[src/rtl/pc_sequencer.sv]
// pc_sequencer: fetch/execute program-counter sequencer with saturating wrap counter
module pc_sequencer #(
  parameter int WRAP_W = 4
) (
  input  logic              clk,
  input  logic              reset,
  input  logic              start,
  input  logic              halt_req,
  input  logic              jump,
  input  logic [1:0]        jump_addr,
  input  logic [1:0]        inc_sum,
  input  logic              inc_stat,
  output logic [1:0]        pc,
  output logic              fetch_valid,
  input  logic              fetch_ready,
  output logic              exec_en,
  output logic              halted,
  output logic [WRAP_W-1:0] wrap_cnt
);
  typedef enum logic [1:0] {IDLE, FETCH, EXEC, HALT} state_t;
  state_t state;
  // State, pc and wrap count advance together; status outputs are registered from the next state.
  always_ff @(posedge clk) begin
    if (reset) begin
      state       <= IDLE;
      pc          <= '0;
      wrap_cnt    <= '0;
      fetch_valid <= 1'b0;
      exec_en     <= 1'b0;
      halted      <= 1'b0;
    end else begin
      case (state)
        IDLE: if (start) begin
          state       <= FETCH;
          fetch_valid <= 1'b1;
        end
        FETCH: if (fetch_valid && fetch_ready) begin
          state       <= EXEC;
          fetch_valid <= 1'b0;
          exec_en     <= 1'b1;
        end
        EXEC: begin
          exec_en <= 1'b0;
          if (halt_req) begin
            state  <= HALT;
            halted <= 1'b1;
          end else begin
            state       <= FETCH;
            fetch_valid <= 1'b1;
            pc          <= jump ? jump_addr : inc_sum;
            if (!jump && inc_stat && wrap_cnt != '1) wrap_cnt <= wrap_cnt + 1'b1;
          end
        end
        default: state <= HALT;
      endcase
    end
  end
endmodule

[config.mk]
export PLATFORM = sky130hd
export DESIGN_NAME = pc_sequencer
export DESIGN_NICKNAME = d
export VERILOG_FILES = /design/src/rtl/pc_sequencer.sv
export SDC_FILE = /design/constraint.sdc
export NUM_CORES = 1
export LEC_CHECK = 0
export BUFFER_PORTS_ARGS = -buffer_cell sky130_fd_sc_hd__buf_2
export CAP_MARGIN = 40
export CORE_MARGIN = 3
export CORE_UTILIZATION = 31
export CTS_BUF_LIST = sky130_fd_sc_hd__clkbuf_4 sky130_fd_sc_hd__clkbuf_8
export CTS_CLUSTER_SIZE = 25
export DETAILED_ROUTE_END_ITERATION = 7
export PLACE_DENSITY = 0.56
export SLEW_MARGIN = 15
export SYNTH_ARGS = -nofsm -noshare
export SYNTH_HDL_FRONTEND = slang
export SYNTH_SLANG_ARGS = --single-unit
export TNS_END_PERCENT = 30
[constraint.sdc]
create_clock -name clk -period 1.7 [get_ports clk]
set_input_delay 0.255 -clock clk [delete_from_list [all_inputs] [get_ports clk]]
set_output_delay 0.255 -clock clk [all_outputs]
set_load 0.02 [all_outputs]
### Yosys cells after proc, flatten, opt, wreduce, memory -nomap -nowiden

Index checks and enable logic that the tools add are counted.

* register bits after elaboration: 11
* bits of input ports: 11
* output and inout port bits: 9
* word-level logic and storage cells: 38

* add/sub/neg operators: 1
* equality and inequality tests: 6
* multiplexer cells: 11
* bitwise gates (word level): 1
* reduce and logical (&&, ||, !) cells: 13

Operator list (count)
* two-way mux 2 bit: 4
* AND reduction 2 bit: 4
* inequality test 2 bit, second input constant: 3
* one-hot mux 2 bit (3 select lines): 1
* adder 4 x 1 -> 4 bit, second input constant: 1
* two-way mux 1 bit: 4
* inequality test 4 bit, second input constant: 1
* AND reduction 4 bit: 1
* logical AND 1 bit: 3
* one-hot mux 1 bit (3 select lines): 1
* AND reduction 3 bit: 1
* nonzero test 3 bit: 1
* == test 2 x 1 -> 1 bit, second input constant: 1
* == test 2 bit, second input constant: 1
* zero test 2 bit: 1
* one-hot mux 1 bit (2 select lines): 1
* nonzero test 2 bit: 1
* zero test 1 bit: 1
* NOT 1 bit: 1

### Depth between registers and ports, before layout

* depth in word-level cells: 4
* mapped depth: 5
* mapped depth without buffers: 5

### Worst setup path before layout

Ideal clock, no wire load.

* path kind: register -> register
* from: register wrap_cnt[0]
* to: register wrap_cnt[3]
* setup time: 0.071 ns
* arrival: 1.303 ns
* required time: 1.629 ns
* path slack: 0.326 ns
* cell stages (with the launch flop): 6
* buffers on the path: 0
* period minus slack after synthesis: 1.374 ns
* cell sequence: dfxtp_1 ha_1 nand3_1 nand4b_4 or3_1 a21oi_1

* word-level cells in the longest chain between the ends: 3
* elaborated cells between the ends (all ways): 4
* those cells by class: add/sub (1); eq/ne (1); reduce/logical (2)

Ends and longest elaborated chain
* from (decl): RTL line 18 `output logic [WRAP_W-1:0] wrap_cnt`
* from (signal assigned): RTL line 51 `if (!jump && inc_stat && wrap_cnt != '1) wrap_cnt <= wrap_cnt + 1'b1;`
* parallel branches: the longest is 3 deep, another holds adder 4 x 1 -> 4 bit

Parallel ways; which one is timed is not known.
A chain may end at the register's enable or synchronous reset.

### Worst setup path after layout

* from: register state[1]
* to: register wrap_cnt[3]

* word-level cells in the longest chain between the ends: 2

Ends and longest elaborated chain
* from (decl): RTL line 21 `state_t state;`
* from (signal assigned): RTL line 25 `state <= IDLE;`
* from (signal assigned): RTL line 34 `state <= FETCH;`
* from (signal assigned): RTL line 38 `state <= EXEC;`
* == test 2 bit: RTL line 32 `case (state)`
* AND reduction 3 bit (no line)

No other way between the ends.

==> impl_metrics.tcl <==
set metrics [dict create \
    drc_errors 0 \
    cp-end-kind "register" \
    port-buffer-count 19 \
    place_congestion 0.695 \
    relSlewSlack 0.793 \
    ant_nets 0 \
    p_per_area_nw_per_um2 808 \
    grt_usage 0.113 \
    finalPower_uw 513 \
    layout.cells.most_common "buf_2" \
    cp-start-kind "register" \
    final_cell_mix "19 x buf_2, 11 x dfxtp_1, 9 x nor2_1, 7 x a21oi_1" \
    cts_max_level 1 \
    grt_max_degree 12 \
    post-route-min-period_ns 1.37 \
    die_w_um 45.6 \
    synth_fp_nets 64 \
    period_share 0.804 \
    die_y_um 45.6 \
    firstDrtPassIters 2 \
    drv_slew 0 \
    drtIter0Drc 2 \
    grt_pass1_wl_um 1600 \
    postSynthCellCount 52 \
    cts.hold.buffers_added 0 \
    placed_area_um2 604 \
    clockBufferDepth 2 \
    synth_area_leader_cell "dfxtp_1" \
    ctsResizeCount 0 \
    antenna_found_initial 0 \
    route.vias.total 441 \
    n_antenna_cell 0 \
    crit_required_ns 1.91 \
    seq_area_frac_synth 0.452 \
    grt_pass1_vias 399 \
    cts_setup_buffers 0 \
    leakagePower_uw 0.000298 \
    cts_tree "built" \
    area_delta_synth_final_pct 30.3 \
    root_buffer "clkbuf_4" \
    hpwl_um 745 \
    fin_area_um2 634 \
    synth_top_area_share 0.452 \
    irDropWorstVdd_v 0.000367 \
    io_pins 20 \
    initial_core_util 0.352 \
    yosys_warnings 0 \
    dieArea_um2 2080 \
    syn_area_um2 487 \
    path_clk_slew_ns 0.07 \
    wl_um 984 \
    synth_cell_types 18 \
    setup_viol 0 \
    grt_overflow 0 \
    maxCapViolations 0 \
    tns_ns 0 \
    critical_path_arrival_ns 1.57 \
    status "complete, no violations" \
    cts-buffers-inserted 3 \
    synth_area_per_cell_um2 9.36 \
    cts.sinks 11 \
    place_ws_ns 0.348 \
    avgRoutedWirePerCell_um 10.9 \
    coreArea_um2 1380 \
    viasPerCell 4.90 \
    hold_viol_final 0 \
    worst_slack_ns 0.333 \
    skew_ns 0.00670 \
    path_class "reg2reg" \
    worstPathMaxFanout 7 \
    nets 88 \
    fillers 148 \
    synth_seq_cells 11 \
    worstSkewPairLatency_ns 0.27 \
    rsz0062_at_grt "no" \
    drive_above_1_share 0.347 \
    tightest_slew_ns 0.310 \
    synthTopCellsByArea "dfxtp_1 45%, mux2i_1 8.2%, a21oi_1 7.2%" \
    num_rows 13 \
    fmax_ghz 0.732 \
    hold_path_class "in2reg" \
]
per-stage QoR:
stage,cells,util,hold WS [ns]
final,90,0.459,0.288
after global routing,90,0.459,0.307
after CTS,90,0.459,0.291
after detailed placement,86,0.437,0.483
after global placement,86,0.437,0.464
after floorplan,52,-,0.328
report_power, final:
| part | switching, µW | internal, µW | total, µW |
|---|---|---|---|
| sequential | 8.92 | 264 | 273 |
| clock | 84.8 | 107 | 192 |
| combinational | 25.6 | 22.5 | 48.1 |
cell usage after synthesis:
cell type  number
dfxtp_1        11
nor2_1          9
a21oi_1         7
mux2i_1         4
inv_1           3
nand3_1         3
o21ai_0         3
a211oi_1        2
a31oi_1         1
clkbuf_1        1
ha_1            1
nand2b_1        1
nand4b_1        1
nand4b_4        1
nor3b_4         1
o22ai_1         1
or3_1           1
xor2_1          1
cells by family after synthesis:
family                     after synthesis  share of synthesized area
adders and majority gates                1                     0.0257
AOI/OAI and AO/OA                       14                      0.159
and+or+nand+nor                         17                      0.231
DFF                                     11                      0.452
muxes                                    4                     0.0823
buffers and inverters                    4                     0.0308
xor gates and xnor gates                 1                     0.0180
worst max-delay path, cell delays in order, from the launching register on:
cell and delay, ns:
dfxtp_1 0.43, nor3b_4 0.28, nand4b_4 0.15, or3_1 0.32, a21oi_1 0.13
metal layers:
| layer | GRT usage | vias up | wire length (µm) |
|---|---|---|---|
| li1 | - | 233 | - |
| met5 | 0 | - | 0 |
| met2 | 0.173 | 15 | 413 |
| met3 | 0.0711 | 2 | 102 |
| met4 | 0.0526 | 0 | 14 |
| met1 | 0.121 | 191 | 453 |
layout make-up:
class	instances	area, µm²	share of cell area
Clock buffer	4	30.0	0.0473
Inverter	3	11.3	0.0178
Multi-Input combinational cell	37	251	0.396
Sequential cell	11	220	0.347
Tap cell	15	18.8	0.0296
Timing Repair Buffer	20	103	0.162
state kept, by name, summed over array words and instances, names as in the netlist:
signal,cells
fetch_valid,1
halted,1
wrap_cnt,4
pc,2
exec_en,1
state,2
worst paths after layout:
check                                      startpoint                       end  slack, ns  depth (start not counted)
worst min register to register    halted$_SDFFE_PP0P_       halted$_SDFFE_PP0P_       0.49                          2
worst min-delay path                            reset  wrap_cnt[3]$_SDFFE_PP0P_       0.29                          2
worst max register to register  state[1]$_SDFFE_PP0P_  wrap_cnt[3]$_SDFFE_PP0P_       0.33                          4
worst max-delay path            state[1]$_SDFFE_PP0P_  wrap_cnt[3]$_SDFFE_PP0P_       0.33                          4
(Power assumes the default switching activity.)
